`src/rtl/out_reorder.sv`:
```
// Traceback output reorder buffer.
//
// The traceback stage produces each block of DEPTH decoded bits newest-first.
// This block buffers them in two ping-pong banks and replays each completed
// block oldest-first. Writing walks a bank from address DEPTH-1 down to 0.
// Reading walks the other bank from 0 up to DEPTH-1, so the bit order flips.
//
// Ports:
//   clk       - single clock, all state on the rising edge
//   rst       - asynchronous active-low reset
//   enable    - 0 synchronously clears all control state and outputs
//   wr_en     - d_in carries a valid decoded bit this cycle
//   d_in      - decoded bit, newest-first within a block
//   d_o       - reordered decoded bit, oldest-first
//   d_o_valid - d_o carries a valid bit this cycle
//   overflow  - sticky: an input bit was dropped because no bank was free
module out_reorder #(
    parameter int unsigned DEPTH = 64
) (
    input  logic clk,
    input  logic rst,
    input  logic enable,
    input  logic wr_en,
    input  logic d_in,
    output logic d_o,
    output logic d_o_valid,
    output logic overflow
);

    localparam int unsigned PtrW = $clog2(DEPTH);
    localparam logic [PtrW-1:0] PtrMax = PtrW'(DEPTH - 1);

    typedef enum logic {StIdle, StRead} state_e;

    // Bank storage carries no reset; the full flags say what is meaningful.
    logic [DEPTH-1:0] mem [2];

    state_e          state_q, state_d;
    logic [PtrW-1:0] wr_ptr_q, wr_ptr_d;
    logic [PtrW-1:0] rd_ptr_q, rd_ptr_d;
    logic            wr_bank_q, wr_bank_d;
    logic            rd_bank_q, rd_bank_d;
    logic [1:0]      full_q, full_d;
    logic            d_o_d, d_o_valid_d, overflow_d;

    logic rd_last;
    logic writable;
    logic wr_fire;
    logic wr_drop;
    logic wr_last;
    logic rd_start;

    // A full bank still accepts a write on the edge its last bit is read out.
    // The write lands at DEPTH-1, which is the address being read.
    // The read takes the old value, so both can happen on that edge.
    assign rd_last  = (state_q == StRead) && (rd_ptr_q == PtrMax);
    assign writable = !full_q[wr_bank_q] || (rd_last && (rd_bank_q == wr_bank_q));
    assign wr_fire  = enable && wr_en && writable;
    assign wr_drop  = enable && wr_en && !writable;
    assign wr_last  = wr_fire && (wr_ptr_q == '0);
    assign rd_start = (state_q == StIdle) && full_q[rd_bank_q];

    always_ff @(posedge clk) begin
        if (wr_fire) begin
            mem[wr_bank_q][wr_ptr_q] <= d_in;
        end
    end

    always_comb begin
        state_d     = state_q;
        wr_ptr_d    = wr_ptr_q;
        rd_ptr_d    = rd_ptr_q;
        wr_bank_d   = wr_bank_q;
        rd_bank_d   = rd_bank_q;
        full_d      = full_q;
        d_o_d       = d_o;
        d_o_valid_d = 1'b0;
        overflow_d  = overflow | wr_drop;

        // Write side.
        if (wr_fire) begin
            if (wr_ptr_q == '0) begin
                wr_ptr_d  = PtrMax;
                wr_bank_d = ~wr_bank_q;
            end else begin
                wr_ptr_d = wr_ptr_q - PtrW'(1);
            end
        end

        // Read side.
        unique case (state_q)
            StIdle: begin
                if (rd_start) begin
                    state_d  = StRead;
                    rd_ptr_d = '0;
                end
            end
            StRead: begin
                d_o_d       = mem[rd_bank_q][rd_ptr_q];
                d_o_valid_d = 1'b1;
                rd_ptr_d    = rd_ptr_q + PtrW'(1);
                if (rd_last) begin
                    rd_ptr_d  = '0;
                    rd_bank_d = ~rd_bank_q;
                    state_d   = full_q[~rd_bank_q] ? StRead : StIdle;
                end
            end
            default: state_d = StIdle;
        endcase

        // Clear first, then set, so a flag set and a flag clear on
        // different banks in the same cycle both take effect.
        if (rd_last) begin
            full_d[rd_bank_q] = 1'b0;
        end
        if (wr_last) begin
            full_d[wr_bank_q] = 1'b1;
        end

        if (!enable) begin
            state_d     = StIdle;
            wr_ptr_d    = PtrMax;
            rd_ptr_d    = '0;
            wr_bank_d   = 1'b0;
            rd_bank_d   = 1'b0;
            full_d      = '0;
            d_o_d       = 1'b0;
            d_o_valid_d = 1'b0;
            overflow_d  = 1'b0;
        end
    end

    always_ff @(posedge clk or negedge rst) begin
        if (!rst) begin
            state_q   <= StIdle;
            wr_ptr_q  <= PtrMax;
            rd_ptr_q  <= '0;
            wr_bank_q <= 1'b0;
            rd_bank_q <= 1'b0;
            full_q    <= '0;
            d_o       <= 1'b0;
            d_o_valid <= 1'b0;
            overflow  <= 1'b0;
        end else begin
            state_q   <= state_d;
            wr_ptr_q  <= wr_ptr_d;
            rd_ptr_q  <= rd_ptr_d;
            wr_bank_q <= wr_bank_d;
            rd_bank_q <= rd_bank_d;
            full_q    <= full_d;
            d_o       <= d_o_d;
            d_o_valid <= d_o_valid_d;
            overflow  <= overflow_d;
        end
    end

endmodule

```
`config.mk`:
```
export PLATFORM = sky130hd
export DESIGN_NAME = out_reorder
export DESIGN_NICKNAME = d
export VERILOG_FILES = /design/src/rtl/out_reorder.sv
export SDC_FILE = /design/constraint.sdc
export NUM_CORES = 1
export LEC_CHECK = 0
export BUFFER_PORTS_ARGS = -buffer_cell sky130_fd_sc_hd__clkbuf_2
export CELL_PAD_IN_SITES_DETAIL_PLACEMENT = 1
export CELL_PAD_IN_SITES_GLOBAL_PLACEMENT = 1
export CORE_AREA = 8 8 174 176
export DETAILED_ROUTE_END_ITERATION = 16
export DIE_AREA = 0 0 182 184
export PLACE_DENSITY_LB_ADDON = 0.1
export SYNTH_ARGS = -nofsm -noshare
export SYNTH_HDL_FRONTEND = slang
export SYNTH_SLANG_ARGS = --single-unit
```
`constraint.sdc`:
```
create_clock -name clk -period 2.68 [get_ports clk]
set_clock_uncertainty 0.05 [all_clocks]
set_input_delay 0 -clock clk [delete_from_list [all_inputs] [get_ports clk]]
set_output_delay 0 -clock clk [all_outputs]
set_load 0.01 [all_outputs]
```
==> load_flow_metrics.sql, run 1 <==
INSERT INTO impl_metrics (metric_group, metric, value, unit) VALUES
('outcome', 'result_of_the_run', 'finished, final reports clean', ''),
('critical_path', 'worstPathMaxFanout', '25', ''),
('placement', 'detailed_place.area', '7233', 'µm²'),
('clocking', 'post_cts.repair.setup_buffers', '0', ''),
('power', 'power.clock.fraction', '0.473', ''),
('critical_path', 'worstPathRequired', '2.91', 'ns'),
('placement', 'port_buffers', '7', ''),
('die', 'floorplan_core_area', '27480', 'µm²'),
('cells_and_area', 'layout.cells.most_common_list', '147 x sky130_fd_sc_hd__nor2_1, 128 x sky130_fd_sc_hd__edfxtp_1, 35 x sky130_fd_sc_hd__nand2_1', ''),
('clocking', 'root_driver', 'sky130_fd_sc_hd__clkbuf_16', ''),
('critical_path', 'setup.worst_path.end_class', 'flip-flop', ''),
('die', 'placementRows', '61', ''),
('die', 'die_width', '182', 'µm'),
('sta', 'timing.final.crit_share', '0.9338', ''),
('clocking', 'clk_pin_slew_worst_paths', '0.06', 'ns'),
('sta', 'timing.setup.tns', '0', 'ns'),
('placement', 'dp_cells', '870', ''),
('drt', 'final_antenna_net_count', '0', ''),
('drt', 'firstDrtPassIters', '4', ''),
('critical_path', 'buffers_plus_inverters_on_the_worst_setup_path', '1', ''),
('run', 'drv.max_cap_violation_count', '0', ''),
('power', 'total_power', '4.959', 'mW'),
('die', 'dieArea', '33490', 'µm²'),
('critical_path', 'crit_arrival', '2.73', 'ns'),
('cells_and_area', 'layout-drive-gt1-share', '0.1646', ''),
('clocking', 'worst_skew_pair.late_latency', '0.42', 'ns'),
('grt', 'grt_remaining_overflow', '0', ''),
('placement', 'dp.final_hpwl', '11510', 'µm'),
('cells_and_area', 'multiInputGateArea', '2232', 'µm²'),
('critical_path', 'path_delay_family', 'multiplexers', ''),
('synth', 'syn_nets', '537', ''),
('power', 'total_switching_power', '1.055', 'mW'),
('drt', 'postRouteWirelength', '18810', 'µm'),
('cells_and_area', 'fin_area', '7831', 'µm²'),
('synth', 'ys_seq_elements', '148', ''),
('power', 'share_seq_of_total_power', '0.508', ''),
('cells_and_area', 'finalCoreUtilization', '0.2850', ''),
('grt', 'number_of_global_route_vias_before_repair', '4534', ''),
('die', 'initial_core_util', '0.2465', ''),
('power', 'comb_power_share', '0.019', ''),
('die', 'ios', '8', ''),
('grt', 'grt_first_pass_wirelength', '28890', 'µm'),
('clocking', 'number_of_clock_buffers_inserted_by_tritoncts', '17', ''),
('power', 'switching_share', '0.2127', ''),
('cells_and_area', 'stdcell_count', '905', ''),
('cells_and_area', 'register_area', '4353', 'µm²'),
('sta', 'timing_worst_slew_pin_value', '1.195', 'ns'),
('sta', 'hold_violations', '0', ''),
('critical_path', 'worst-setup-path-type', 'flip-flop to flip-flop', ''),
('cells_and_area', 'antenna_cells', '0', ''),
('grt', 'groute.usage.overall', '0.1172', ''),
('grt', 'grt_antenna_before_repair', '0', ''),
('sta', 'maxSlewViolCount', '0', ''),
('power', 'internal_power', '3.904', 'mW'),
('synth', 'async_reset_ff_frac', '0.1351', ''),
('cells_and_area', 'fill_cells', '2976', ''),
('cells_and_area', 'layout.cells.most_common', 'sky130_fd_sc_hd__nor2_1', ''),
('critical_path', 'timing.critical_path.slowest_stage_cell', 'sky130_fd_sc_hd__mux4_2', ''),
('placement', 'place_ws', '0.1249', 'ns'),
('drt', 'drt-vias-per-instance', '4.618', ''),
('placement', 'place_congestion', '0.6997', ''),
('power', 'power.leakage', '2.383', 'nW'),
('clocking', 'clock_sinks', '148', ''),
('sta', 'fmaxAchievable', '399.6', 'MHz'),
('synth', 'mappedNetlistArea', '6774', 'µm²'),
('die', 'die_height', '184', 'µm'),
('synth', 'synth_warnings', '0', ''),
('hold_path', 'worstHoldPathType', 'input pin to async pin', ''),
('critical_path', 'worstPathCellList', 'buf_4 > mux4_2 > nor2b_1 > a211oi_1 > a211oi_1 > nor3_1 > o22ai_1', ''),
('synth', 'synth-edff-count', '128', ''),
('drt', 'detail_route.wl_per_cell', '20.78', 'µm');
==> layout make-up <==
type,count,share of cell area
multi-input combinational,344,0.2850
clock inverter,12,0.01678
timing repair buffer,29,0.02844
inverter,6,0.002876
clock buffer,20,0.05576
sequential,148,0.5558
tap,346,0.05528
==> synthesized netlist by cell type (all sizes together) (3+ instances only) <==
library cell    n  area (µm²)
nor2          148       571.8
edfxtp        128        3844
nand2          38       150.2
mux2i          32       320.3
buf            22       133.9
mux4           18       405.4
nand3          15       97.60
dfrtp          14       350.3
nor2b          11       68.82
o21ai          11       55.05
clkbuf          9       33.78
a22oi           8       60.06
a211oi          7       52.55
dfstp           6       157.7
xnor2           6       52.55
inv             5       18.77
nor3            5       36.29
a21oi           4       20.02
mux2            4       45.04
nor4            4       31.28
o31ai           4       30.03
and2            3       18.77
ha              3       37.54
nand3b          3       22.52
==> sequential cells by signal, indices dropped and copies added, names as in the netlist <==
signal / cells
overflow: 1
state_q: 1
d_o: 1
full_q: 2
wr_ptr_q: 6
rd_bank_q: 1
rd_ptr_q: 6
mem: 128
wr_bank_q: 1
d_o_valid: 1
==> layer usage <==
metal | share of wire | vias up | GRT usage
met5 | 0 | - | 0
met3 | 0.025 | 26 | 0.02648
li1 | - | 1946 | -
met1 | 0.46 | 2164 | 0.1456
met4 | 0.022 | 0 | 0.04624
met2 | 0.49 | 43 | 0.1957
==> power by group through the flow <==
stage | clock network [mW] | registers (mW) | logic, mW
floorplan | 0 | 2.56 | 0.0452
global placement | 0 | 2.57 | 0.0886
detailed placement | 0 | 2.57 | 0.0923
CTS | 2.41 | 2.52 | 0.0963
global route | 2.49 | 2.52 | 0.104
finish | 2.35 | 2.52 | 0.0924
==> worst reg2reg max path, delay by kind of cell, from the launching register on <==
family / cells / cell delay (ns)
buf+inv: 1 / 0.39
simple gates: 2 / 0.53
compound gates: 3 / 0.45
mux: 1 / 0.58
flops: 1 / 0.36
==> logic make-up (layout without fill, tap and decap cells) <==
kind of cell    Yosys count  after routing  share of synthesized area
simple gates            234            234                     0.1544
flops                   148            148                     0.6424
mux                      54             54                     0.1138
compound gates           46             46                    0.04673
buf+inv                  37             67                    0.02808
xor+xnor                  7              7                   0.009051
fa+ha+maj                 3              3                   0.005542
==> worst paths after layout <==
path,endpoint,slack [ns],cells past startpoint
hold reg to reg,overflow,0.45,2
max in group asynchronous,rd_bank_q,2.15,2
hold / removal,full_q[1],0.04,2
setup / recovery,d_o,0.18,7
min in group clk,mem[1][49],0.33,1
setup reg to reg,d_o,0.18,7
==> what timing repair did <==
item                                   in CTS  in global routing
hold buffers                                3                  0
endpoints found under the hold margin      23                  0
gates resized for setup                     0                  0
(Power assumes the default switching activity.)
==> inputs of run 2 (changes only) <==
--- a/config.mk
+++ b/config.mk
@@ -8,9 +8,9 @@
 export BUFFER_PORTS_ARGS = -buffer_cell sky130_fd_sc_hd__clkbuf_2
 export CELL_PAD_IN_SITES_DETAIL_PLACEMENT = 1
 export CELL_PAD_IN_SITES_GLOBAL_PLACEMENT = 1
-export CORE_AREA = 8 8 174 176
+export CORE_AREA = 2 2 168 170
 export DETAILED_ROUTE_END_ITERATION = 16
-export DIE_AREA = 0 0 182 184
+export DIE_AREA = 0 0 170 172
 export PLACE_DENSITY_LB_ADDON = 0.1
 export SYNTH_ARGS = -nofsm -noshare
 export SYNTH_HDL_FRONTEND = slang
==> run 2 against run 1 <==
Wire length decreased by 1.0%. Register-to-register slack better by 0.03 ns. Sequential power about the same. Sequential share of layout area decreased by 0.11 points. Global-route usage rose by 1.9 points. Design area grew 0.19%. Combinational power up 1%. Non-clock buffer count is 1 lower. Critical endpoint unchanged. Hold slack better by 0.0062 ns.
==> load_flow_metrics.sql, run 2 (synthesis gave the netlist of run 1 again) <==
INSERT INTO impl_metrics (metric_group, metric, value, unit) VALUES
('outcome', 'result_of_the_run', 'finished, final reports clean', ''),
('power', 'power_density', '630.6', 'nW/µm²'),
('power', 'vdd_drop_max', '0.3856', 'mV'),
('cells_and_area', 'largest_register_ff_count', '128', ''),
('critical_path', 'crit_path_frequent_cell', 'sky130_fd_sc_hd__a211oi_1', ''),
('drt', 'post-route-drc-count', '0', ''),
('placement', 'dp.final_hpwl', '11480', 'µm'),
('drt', 'final_antenna_net_count', '0', ''),
('die', 'die_width', '170', 'µm'),
('sta', 'timing_worst_slew_pin_value', '1.198', 'ns'),
('cells_and_area', 'layout.cells.most_common_list', '147 x sky130_fd_sc_hd__nor2_1, 128 x sky130_fd_sc_hd__edfxtp_1, 35 x sky130_fd_sc_hd__nand2_1', ''),
('clocking', 'worst_skew_pair.late_latency', '0.42', 'ns'),
('power', 'power.leakage', '2.371', 'nW'),
('cells_and_area', 'register_area', '4353', 'µm²'),
('critical_path', 'path_delay_family', 'simple AND/OR/NAND/NOR gates', ''),
('drt', 'detail_route.iter0.violations', '252', ''),
('cells_and_area', 'finalCoreUtilization', '0.2856', ''),
('critical_path', 'worstPathMaxFanout', '25', ''),
('drt', 'drt-vias-per-instance', '4.640', ''),
('critical_path', 'worstPathRequired', '2.91', 'ns'),
('cells_and_area', 'syn_to_final_growth', '15.83', '%'),
('grt', 'grt_first_pass_wirelength', '28810', 'µm'),
('clocking', 'clockBufferDepth', '2', ''),
('critical_path', 'reg2reg_to', 'd_o', ''),
('critical_path', 'timing.critical_path.slowest_stage_cell', 'sky130_fd_sc_hd__mux4_2', ''),
('critical_path', 'crit_arrival', '2.69', 'ns'),
('placement', 'place_congestion', '0.6842', ''),
('cells_and_area', 'layout.cells.most_common', 'sky130_fd_sc_hd__nor2_1', ''),
('hold_path', 'worstHoldPathType', 'input pin to async pin', ''),
('clocking', 'root_driver', 'sky130_fd_sc_hd__clkbuf_16', ''),
('clocking', 'clock_sinks', '148', ''),
('cells_and_area', 'largest_registers', 'mem x128, rd_ptr_q x6, wr_ptr_q x6', ''),
('sta', 'fmaxAchievable', '405.2', 'MHz'),
('die', 'floorplan_core_area', '27480', 'µm²'),
('power', 'share_seq_of_total_power', '0.510', ''),
('clocking', 'cts_tree', 'built', ''),
('placement', 'detailed_place.area', '7238', 'µm²'),
('cells_and_area', 'stdcell_count', '904', ''),
('critical_path', 'reg2reg_from', 'rd_ptr_q[0]', ''),
('grt', 'groute.usage.overall', '0.1366', ''),
('power', 'comb_power_share', '0.019', ''),
('grt', 'grt_antenna_before_repair', '0', ''),
('clocking', 'htreeDepth', '4', ''),
('die', 'placementRows', '61', ''),
('sta', 'max_slew_margin', '0.2012', ''),
('drt', 'firstDrtPassIters', '4', ''),
('sta', 'final_period_minus_worst_setup_slack', '2.468', 'ns'),
('critical_path', 'setup.worst_path.end_class', 'flip-flop', ''),
('run', 'drv.max_cap_violation_count', '0', ''),
('grt', 'grt_max_degree', '129', ''),
('cells_and_area', 'layout-drive-gt1-share', '0.1631', ''),
('sta', 'holdWs', '0.04899', 'ns'),
('drt', 'routed-via-count', '4195', ''),
('cells_and_area', 'top_register', 'mem', ''),
('critical_path', 'largest_stage_delay_worst_path', '0.54', 'ns'),
('die', 'ios', '8', ''),
('grt', 'number_of_global_route_vias_before_repair', '4665', ''),
('critical_path', 'worstRegToRegCells', '7', ''),
('placement', 'port_buffers', '7', ''),
('critical_path', 'critPathLaunchType', 'flip-flop', ''),
('sta', 'hold_violations', '0', ''),
('clocking', 'number_of_clock_buffers_inserted_by_tritoncts', '17', ''),
('drt', 'postRouteWirelength', '18620', 'µm'),
('critical_path', 'worstPathCellList', 'buf_6 > mux4_2 > nor2b_1 > a211oi_1 > a211oi_1 > nor3_1 > o22ai_1', ''),
('power', 'switching_share', '0.2115', ''),
('die', 'initial_core_util', '0.2465', ''),
('sta', 'setup_viol', '0', ''),
('critical_path', 'buffers_plus_inverters_on_the_worst_setup_path', '1', ''),
('power', 'power.clock.fraction', '0.472', ''),
('power', 'total_switching_power', '1.047', 'mW'),
('sta', 'timing.final.crit_share', '0.9209', ''),
('sta', 'rsz_0062_raised_after_global_routing', 'no', ''),
('cells_and_area', 'multiInputGateArea', '2237', 'µm²'),
('cells_and_area', 'antenna_cells', '0', ''),
('clocking', 'clk_pin_slew_worst_paths', '0.07', 'ns'),
('die', 'die_height', '172', 'µm'),
('sta', 'maxSlewViolCount', '0', ''),
('critical_path', 'ff2ff_setup_slack', '0.21', 'ns'),
('cells_and_area', 'num-nets-final', '553', ''),
('grt', 'grt_remaining_overflow', '0', ''),
('cells_and_area', 'fin_area', '7846', 'µm²'),
('power', 'internal_power', '3.901', 'mW'),
('clocking', 'post_cts.repair.setup_buffers', '0', ''),
('cells_and_area', 'fill_cells', '2997', ''),
('drt', 'detail_route.wl_per_cell', '20.59', 'µm'),
('critical_path', 'worst-setup-path-type', 'flip-flop to flip-flop', ''),
('placement', 'dp_cells', '869', ''),
('sta', 'timing.setup.tns', '0', 'ns'),
('die', 'dieArea', '29240', 'µm²');
[run 2: area by class of cell]
type | instances | share of cell area
clock inverter | 12 | 0.01690
clock buffer | 20 | 0.05565
timing repair buffer | 28 | 0.02950
multi-input combinational | 344 | 0.2851
inverter | 6 | 0.002870
tap | 346 | 0.05517
sequential | 148 | 0.5548
[run 2: metal layers]
layer | vias up | GRT usage | share of wire
li1 | 1941 | - | -
met1 | 2205 | 0.1764 | 0.47
met2 | 42 | 0.2351 | 0.50
met3 | 7 | 0.02564 | 0.025
met4 | 0 | 0.03790 | 0.0061
met5 | - | 0 | 0
[run 2: timing repair]
action	CTS	global route
gates resized for setup	0	2
endpoints found under the setup margin	0	1
hold endpoints to repair	23	0
hold buffers	3	0
[run 2: metrics by stage]
| step | worst slack (ns) | total power [mW] |
|---|---|---|
| after global routing | 0.01037 | 5.150 |
| after detailed placement | 0.06609 | 2.663 |
| after floorplan | 0.5408 | 2.608 |
| after global placement | 0.06072 | 2.659 |
| final | 0.2121 | 4.948 |
| after CTS | 0.06566 | 5.031 |
[run 2: worst max path at each step]
stage,from,end,slack [ns],cells past startpoint
after floorplan,rd_ptr_q[1],mem[0][60],0.54,9
after global placement,rd_ptr_q[0],d_o,0.06,7
after detailed placement,rd_ptr_q[0],d_o,0.07,7
after CTS,rd_ptr_q[0],d_o,0.07,7
after global routing,rd_ptr_q[0],mem[0][30],0.01,7
final,rd_ptr_q[0],d_o,0.21,7
[run 2: power groups by stage]
stage	combinational [mW]	clock, mW	sequential, mW
after floorplan	0.0452	0	2.56
after global placement	0.0904	0	2.57
after detailed placement	0.0937	0	2.57
after CTS	0.0972	2.41	2.52
after global routing	0.106	2.52	2.52
final	0.0937	2.33	2.52
